===== config.mk =====
export PLATFORM = sky130hd
export DESIGN_NAME = uart_tx_serializer
export DESIGN_NICKNAME = d
export VERILOG_FILES = /design/src/rtl/uart_tx_serializer.sv
export SDC_FILE = /design/constraint.sdc
export NUM_CORES = 1
export LEC_CHECK = 0
export ABC_AREA = 1
export CAP_MARGIN = 20
export CORE_MARGIN = 4
export CORE_UTILIZATION = 41
export DETAILED_ROUTE_END_ITERATION = 10
export GPL_ROUTABILITY_DRIVEN = 0
export PLACE_DENSITY_LB_ADDON = 0.2
export SKIP_CTS_REPAIR_TIMING = 1
export SYNTH_ARGS = -nofsm -noshare
export SYNTH_HDL_FRONTEND = slang
export SYNTH_SLANG_ARGS = --single-unit

===== constraint.sdc =====
create_clock -name CLOCK_50 -period 2.5 [get_ports CLOCK_50]
set_input_delay 0.25 -clock CLOCK_50 [delete_from_list [all_inputs] [get_ports CLOCK_50]]
set_output_delay 0.25 -clock CLOCK_50 [all_outputs]
set_load 0.005 [all_outputs]

===== src/rtl/uart_tx_serializer.sv =====
// -----------------------------------------------------------------------------
// uart_tx_serializer
//
// Asynchronous-serial transmitter driven by a once-per-bit-period clock enable
// (baud_tick) from the CLOCK_50 baud divider. Each accepted byte is sent as:
// one start bit (0), DATA_BITS data bits LSB first, an optional parity bit, and
// STOP_BITS stop bits (1). The line idles high and is driven from a register.
//
// Parameters
//   DATA_BITS  data bits per frame, 5..8
//   PARITY     0 = none, 1 = odd, 2 = even
//   STOP_BITS  1 or 2
//
// Ports
//   CLOCK_50    single clock, rising edge
//   reset       synchronous, active-low
//   baud_tick   one-cycle pulse per bit period (clock enable, not a clock)
//   tx_data     byte to send, sampled only on the acceptance cycle
//   tx_valid    upstream has a byte
//   tx_ready    block can accept (high only in IDLE)
//   tx          serial line, idle high
//   busy        high from acceptance until the frame completes
//   frame_done  one-cycle pulse when the last stop bit ends
// -----------------------------------------------------------------------------
module uart_tx_serializer #(
  parameter int unsigned DATA_BITS = 8,
  parameter int unsigned PARITY    = 0,
  parameter int unsigned STOP_BITS = 1
) (
  input  logic                 CLOCK_50,
  input  logic                 reset,
  input  logic                 baud_tick,
  input  logic [DATA_BITS-1:0] tx_data,
  input  logic                 tx_valid,
  output logic                 tx_ready,
  output logic                 tx,
  output logic                 busy,
  output logic                 frame_done
);

  typedef enum logic [2:0] {
    S_IDLE,
    S_ARM,
    S_START,
    S_DATA,
    S_PARITY,
    S_STOP
  } state_t;

  localparam logic [2:0] LAST_BIT    = 3'(DATA_BITS - 1);
  localparam logic       LAST_STOP   = 1'(STOP_BITS - 1);
  localparam bit         HAS_PARITY  = (PARITY != 0);
  localparam logic       ODD_PARITY  = (PARITY == 1);

  state_t               state_q, state_d;
  logic [DATA_BITS-1:0] shift_q, shift_d;
  logic [2:0]           bit_cnt_q, bit_cnt_d;
  logic                 stop_cnt_q, stop_cnt_d;
  logic                 parity_q, parity_d;
  logic                 tx_q, tx_d;
  logic                 frame_done_q, frame_done_d;

  // Next-state and next-output logic. Outputs are registered, so the value
  // assigned to tx_d here appears on the line one cycle after the tick.
  always_comb begin
    // NOTE: every signal written here gets a default first; a path that left
    // one unassigned would infer a latch.
    state_d      = state_q;
    shift_d      = shift_q;
    bit_cnt_d    = bit_cnt_q;
    stop_cnt_d   = stop_cnt_q;
    parity_d     = parity_q;
    tx_d         = tx_q;
    frame_done_d = 1'b0;

    unique case (state_q)
      S_IDLE: begin
        tx_d = 1'b1;
        // Ticks are deliberately ignored here; the frame is anchored to the
        // first tick after acceptance, which is what ARM waits for.
        if (tx_valid) begin
          shift_d  = tx_data;
          parity_d = (^tx_data) ^ ODD_PARITY;
          state_d  = S_ARM;
        end
      end

      S_ARM: begin
        if (baud_tick) begin
          state_d = S_START;
          tx_d    = 1'b0;
        end
      end

      S_START: begin
        if (baud_tick) begin
          state_d   = S_DATA;
          tx_d      = shift_q[0];
          shift_d   = shift_q >> 1;
          bit_cnt_d = 3'd0;
        end
      end

      S_DATA: begin
        if (baud_tick) begin
          if (bit_cnt_q == LAST_BIT) begin
            // Counter holds at LAST_BIT rather than wrapping.
            if (HAS_PARITY) begin
              state_d = S_PARITY;
              tx_d    = parity_q;
            end else begin
              state_d    = S_STOP;
              tx_d       = 1'b1;
              stop_cnt_d = 1'b0;
            end
          end else begin
            tx_d      = shift_q[0];
            shift_d   = shift_q >> 1;
            bit_cnt_d = bit_cnt_q + 3'd1;
          end
        end
      end

      S_PARITY: begin
        if (baud_tick) begin
          state_d    = S_STOP;
          tx_d       = 1'b1;
          stop_cnt_d = 1'b0;
        end
      end

      S_STOP: begin
        tx_d = 1'b1;
        if (baud_tick) begin
          if (stop_cnt_q == LAST_STOP) begin
            state_d      = S_IDLE;
            stop_cnt_d   = 1'b0;
            frame_done_d = 1'b1;
          end else begin
            stop_cnt_d = stop_cnt_q + 1'b1;
          end
        end
      end

      default: begin
        state_d = S_IDLE;
        tx_d    = 1'b1;
      end
    endcase
  end

  always_ff @(posedge CLOCK_50) begin
    // NOTE: sequential state uses non-blocking assignments so every register
    // samples the pre-edge values of the others.
    if (!reset) begin
      state_q      <= S_IDLE;
      shift_q      <= '0;
      bit_cnt_q    <= 3'd0;
      stop_cnt_q   <= 1'b0;
      parity_q     <= 1'b0;
      tx_q         <= 1'b1;
      frame_done_q <= 1'b0;
    end else begin
      state_q      <= state_d;
      shift_q      <= shift_d;
      bit_cnt_q    <= bit_cnt_d;
      stop_cnt_q   <= stop_cnt_d;
      parity_q     <= parity_d;
      tx_q         <= tx_d;
      frame_done_q <= frame_done_d;
    end
  end

  // Handshake and status come straight from registered state, so tx_ready
  // never depends combinationally on tx_valid.
  assign tx_ready   = (state_q == S_IDLE);
  assign busy       = (state_q != S_IDLE);
  assign tx         = tx_q;
  assign frame_done = frame_done_q;

endmodule


==> flow_metrics.py, run 1 <==
metrics = {
    "floorplanning": {
        "die_area_mm2": 0.00306,
        "ios": 16,
        "core_area_mm2": 0.00204,
        "die_x_um": 55.3,
        "die_height_um": 55.3,
        "rows": 16,
        "start_util_pct": 45.0,
    },
    "sta": {
        "setup_violations": 0,
        "relSlewSlack_pct": 64.0,
        "grt_setup_unrepaired": "no",
        "skew_ns": 0.0105,
        "clock.fmax_ghz": 0.549,
        "min_period_over_period_pct": 72.9,
        "setup_tns_ns": 0,
        "drv_slew": 0,
        "final_hold_viol_count": 0,
        "tightestPinTransition_ns": 0.538,
        "min_period_ns": 1.82,
    },
    "clock_tree": {
        "cts_tree": "built",
        "htreeDepth": 1,
        "cts-root-buf": "clkbuf_4",
        "clock_sinks": 16,
        "clockBufferDepth": 2,
        "clk_pin_slew_worst_paths_ns": 0.10,
        "cts_made_buffers": 3,
        "worstSkewPairLatency_ns": 0.29,
    },
    "global_routing": {
        "grt_overflow": 0,
        "grt_max_degree": 15,
        "antenna_found_initial": 0,
        "grt_use_total_pct": 12.8,
        "grt_pass1_vias": 816,
        "grt_pass1_wl_um": 3230,
    },
    "synthesis": {
        "yosysWarningCount": 0,
        "synthFlopType": "dfxtp_1",
        "syn_avg_cell_area_um2": 6.25,
        "postSynth.asyncResetShare_pct": 0,
        "synthesis.area_um2": 918,
        "synthCells": 147,
        "synth_top_area_share_pct": 34.9,
        "synth_seq_area_share_pct": 34.9,
        "syn-num-nets": 161,
        "ys_types": 22,
        "post-synth-top-area-cell": "dfxtp_1",
        "synth_seq_cells": 16,
        "netlist_top_cells_area": "dfxtp_1, nand2_1, nor2_1",
        "synth_edf_count": 0,
    },
    "place": {
        "hpwl_um": 1450,
        "io_buffers": 15,
    },
    "power": {
        "clock_power_share_pct": 12.2,
        "vdd_drop_max_mv": 0.584,
        "leakage_nw": 0.579,
        "p_seq_share_pct": 31.5,
        "comb_power_share_pct": 56.3,
        "swShare_pct": 46.3,
        "p_int_mw": 0.762,
        "p_per_area_mw_per_mm2": 1270,
        "power.total_mw": 1.42,
        "p_sw_mw": 0.656,
    },
    "critical_path": {
        "critPathMaxFanout": 10,
        "critPathKind": "reg -> out",
        "worst_ep_arrival_time_ns": 1.57,
        "r2r_cells": 6,
        "cp-end-kind": "output port",
        "critPathLaunchType": "flop",
        "crit_required_ns": 2.25,
    },
    "finish": {
        "synthToLayoutAreaGrowth_pct": 21.4,
        "nets": 177,
        "fillCellCount": 210,
        "final_layout_size_suffix_gt1_share_pct": 8.64,
        "seqCellArea_um2": 320,
        "multi_input_area_um2": 503,
        "layout_commonest_cell": "nand2_1",
        "diodes": 0,
        "layout_common_cells": "nand2_1, nor2_1, dfxtp_1",
    },
    "detailed_routing": {
        "via_count": 906,
        "drt_iter0_markers": 22,
        "drcViolationCount": 0,
        "firstDrtPassIters": 4,
        "wire_per_inst_um": 10.2,
        "drt_wl_total_um": 1940,
        "ant_nets": 0,
        "via_per_inst": 4.79,
    },
    "job": {
        "drv_cap": 0,
    },
    "outcome": {
        "status": "finished, final reports clean",
    },
    "min_path": {
        "whs_path_depth": 2,
        "min_path_type": "reg -> reg",
    },
}
==> registers in the layout, indices dropped and copies added, names as in the netlist <==
signal	flops
bit_cnt_q	3
state_q	3
shift_q	8
frame_done	1
tx	1
==> power by group through the flow <==
stage               logic, mW  clock network (mW)  registers, mW
global route            0.910               0.190          0.458
finish                  0.798               0.173          0.447
CTS                     0.803               0.179          0.445
detailed placement      0.801                   0          0.451
floorplan               0.668                   0          0.399
global placement        0.787                   0          0.449
==> per-layer routing <==
metal,track usage [%],wire [um],part of all wire (%)
met2,22.5,903,47
met3,3.03,79,4.1
met5,0,0,0
met4,5.21,20,1.0
met1,14.8,933,48
==> cells in the mapped netlist (2+ instances only) <==
cell	instances
o21ai_0	5
nand3_1	9
ha_1	2
nand2_1	51
inv_1	15
inv_2	2
nand2_2	2
nor3_1	2
dfxtp_1	16
nor2_1	21
nor2_2	2
a21oi_1	8
buf_4	3
==> layout make-up <==
cell class | count | share of cell area [%]
well taps | 27 | 3.03
multi-input cells | 109 | 45.1
inverters | 17 | 5.72
flip-flops and latches | 16 | 28.7
clock buffers | 4 | 3.25
repair buffers | 16 | 14.1
==> logic make-up (layout without fill, tap and decap cells) <==
kind of cell	Yosys count	in the layout	share of synthesized area, %
buffers and inverters	22	37	10.4
AO/OA/AOI/OAI	14	14	7.90
AND/OR/NAND/NOR	93	93	44.1
adder cells (fa/ha/maj)	2	2	2.72
flip-flops	16	16	34.9
==> worst paths after layout <==
kind,startpoint,end,slack [ns]
worst max-delay path,state_q[0],tx_ready,0.68
worst min-delay path,tx,tx,0.47
worst max register to register,state_q[1],bit_cnt_q[0],0.81
worst min register to register,tx,tx,0.47
==> critical path: stages, from the launching register on <==
cell,delay (ns)
dfxtp_1,0.43
nor2_2,0.19
nand2_1,0.11
inv_1,0.06
clkdlybuf4s50_1,0.49
==> through the flow <==
stage	worst slack (ns)	utilization, %	cell area [um^2]	hold WS, ns	std cells
final	0.677	54.6	1110	0.467	189
after global routing	0.575	54.6	1110	0.507	189
after CTS	0.664	54.6	1110	0.476	189
after detailed placement	0.736	52.8	1080	0.457	185
after global placement	0.777	52.8	1080	0.451	185
after floorplan	1.06	-	918	0.370	147
Note: power is estimated with default switching activity, not from simulation.
==> run 2, diff against run 1 <==
==> constraint.sdc (replaced) <==
create_clock -name CLOCK_50 -period 1.9 [get_ports CLOCK_50]
set_input_delay 0.19 -clock CLOCK_50 [delete_from_list [all_inputs] [get_ports CLOCK_50]]
set_output_delay 0.19 -clock CLOCK_50 [all_outputs]
set_load 0.005 [all_outputs]
==> flow_metrics.py, run 2 (synthesis gave the netlist of run 1 again) <==
metrics = {
    "critical_path": {
        "critPathKind": "reg -> out",
        "critPathMaxFanout": 10,
        "r2r_setup_slack_ns": 0.35,
        "crit_required_ns": 1.71,
        "worst_ep_arrival_time_ns": 1.54,
        "cp-end-kind": "output port",
        "critPathLaunchType": "flop",
    },
    "sta": {
        "drv_slew": 0,
        "worst_hold_slack_ns": 0.469,
        "layout_setup_ws_ns": 0.166,
        "min_period_ns": 1.73,
        "grt_setup_unrepaired": "no",
        "skew_ns": 0.00254,
        "final_hold_viol_count": 0,
        "setup_violations": 0,
        "clock.fmax_ghz": 0.577,
        "tightestPinTransition_ns": 0.388,
        "relSlewSlack_pct": 74.0,
        "setup_tns_ns": 0,
        "min_period_over_period_pct": 91.2,
    },
    "finish": {
        "largest_register_ffs": 8,
        "layout_commonest_cell": "nand2_1",
        "synthToLayoutAreaGrowth_pct": 24.4,
        "fin_cells": 192,
        "largest-register": "shift_q",
        "stdcell_area_mm2": 0.00114,
        "top_regs": "shift_q: 8 flops, bit_cnt_q: 3 flops, state_q: 3 flops",
        "layout_common_cells": "nand2_1, nor2_1, dfxtp_1",
        "final_layout_size_suffix_gt1_share_pct": 10.3,
        "diodes": 0,
        "fillCellCount": 217,
        "nets": 180,
    },
    "detailed_routing": {
        "ant_nets": 0,
        "via_per_inst": 4.73,
        "via_count": 908,
        "drt_iter0_markers": 28,
        "wire_per_inst_um": 9.93,
        "drcViolationCount": 0,
        "firstDrtPassIters": 4,
        "drt_wl_total_um": 1910,
    },
    "clock_tree": {
        "clockBufferDepth": 2,
        "htreeDepth": 1,
        "clk_pin_slew_worst_paths_ns": 0.09,
        "worstSkewPairLatency_ns": 0.29,
        "cts-root-buf": "clkbuf_4",
        "clock_sinks": 16,
        "cts_tree": "built",
        "cts_made_buffers": 3,
    },
    "min_path": {
        "min_path_type": "reg -> reg",
    },
    "floorplanning": {
        "rows": 16,
        "die_area_mm2": 0.00306,
        "die_height_um": 55.3,
        "ios": 16,
        "core_area_mm2": 0.00204,
        "die_x_um": 55.3,
        "start_util_pct": 45.0,
    },
    "global_routing": {
        "grt_use_total_pct": 13.5,
        "grt_pass1_wl_um": 3420,
        "grt_max_degree": 15,
        "grt_overflow": 0,
        "grt_pass1_vias": 813,
        "antenna_found_initial": 0,
    },
    "power": {
        "leakage_nw": 0.596,
        "vdd_drop_max_mv": 0.739,
        "p_per_area_mw_per_mm2": 1660,
    },
    "place": {
        "io_buffers": 15,
        "dp_slack_ns": 0.184,
        "hpwl_um": 1520,
        "place_inst": 188,
        "dpl_cell_area_mm2": 0.00110,
    },
    "outcome": {
        "status": "finished, final reports clean",
    },
    "job": {
        "drv_cap": 0,
    },
}
==> run 2: changes by cell type in the layout (fill, tap and decap cells not counted) <==
cell | previous run | this run
buf_4 | 1 | 4
nor2_4 | 1 | 2
nor2_2 | 2 | 1
==> run 2: final timing paths <==
check | cells after the start | start | end
hold reg to reg | 2 | tx | tx
hold / removal | 2 | tx | tx
setup reg to reg | 7 | state_q[0] | state_q[0]
setup / recovery | 3 | state_q[0] | busy
==> run 2: report_power, final <==
part	switching (mW)	leakage [nW]	total (mW)	internal, mW
Combinational	0.650	0.443	1.11	0.456
Sequential	0.104	0.132	0.569	0.464
Clock	0.109	0.0210	0.226	0.117
==> run 2: layout make-up <==
| class | count | area [um^2] | area share [%] |
|---|---|---|---|
| multi-input combinational | 109 | 508 | 44.5 |
| sequential | 16 | 320 | 28.0 |
| timing repair buffer | 19 | 180 | 15.8 |
| inverter | 17 | 63.8 | 5.59 |
| clock buffer | 4 | 36.3 | 3.18 |
| tap | 27 | 33.8 | 2.96 |
==> run 2: worst max-delay path, stage by stage, from the launching register on <==
cell and delay, ns:
dfxtp_1 0.56, nor2_4 0.08, nand2_1 0.11, clkdlybuf4s50_1 0.51
==> run 2: per-stage QoR <==
step                      utilization [%]  power [mW]
after global placement               53.9        1.66
after global routing                 55.9        2.12
after detailed placement             53.9        1.68
after floorplan                         -        1.40
after CTS                            55.7        1.91
final                                55.9        1.90
==> run 2: routing by layer <==
layer	GRT usage, %	part of all wire (%)
met1	16.9	47
met3	3.03	4.5
met2	21.5	47
met4	6.94	1.5
met5	0	0
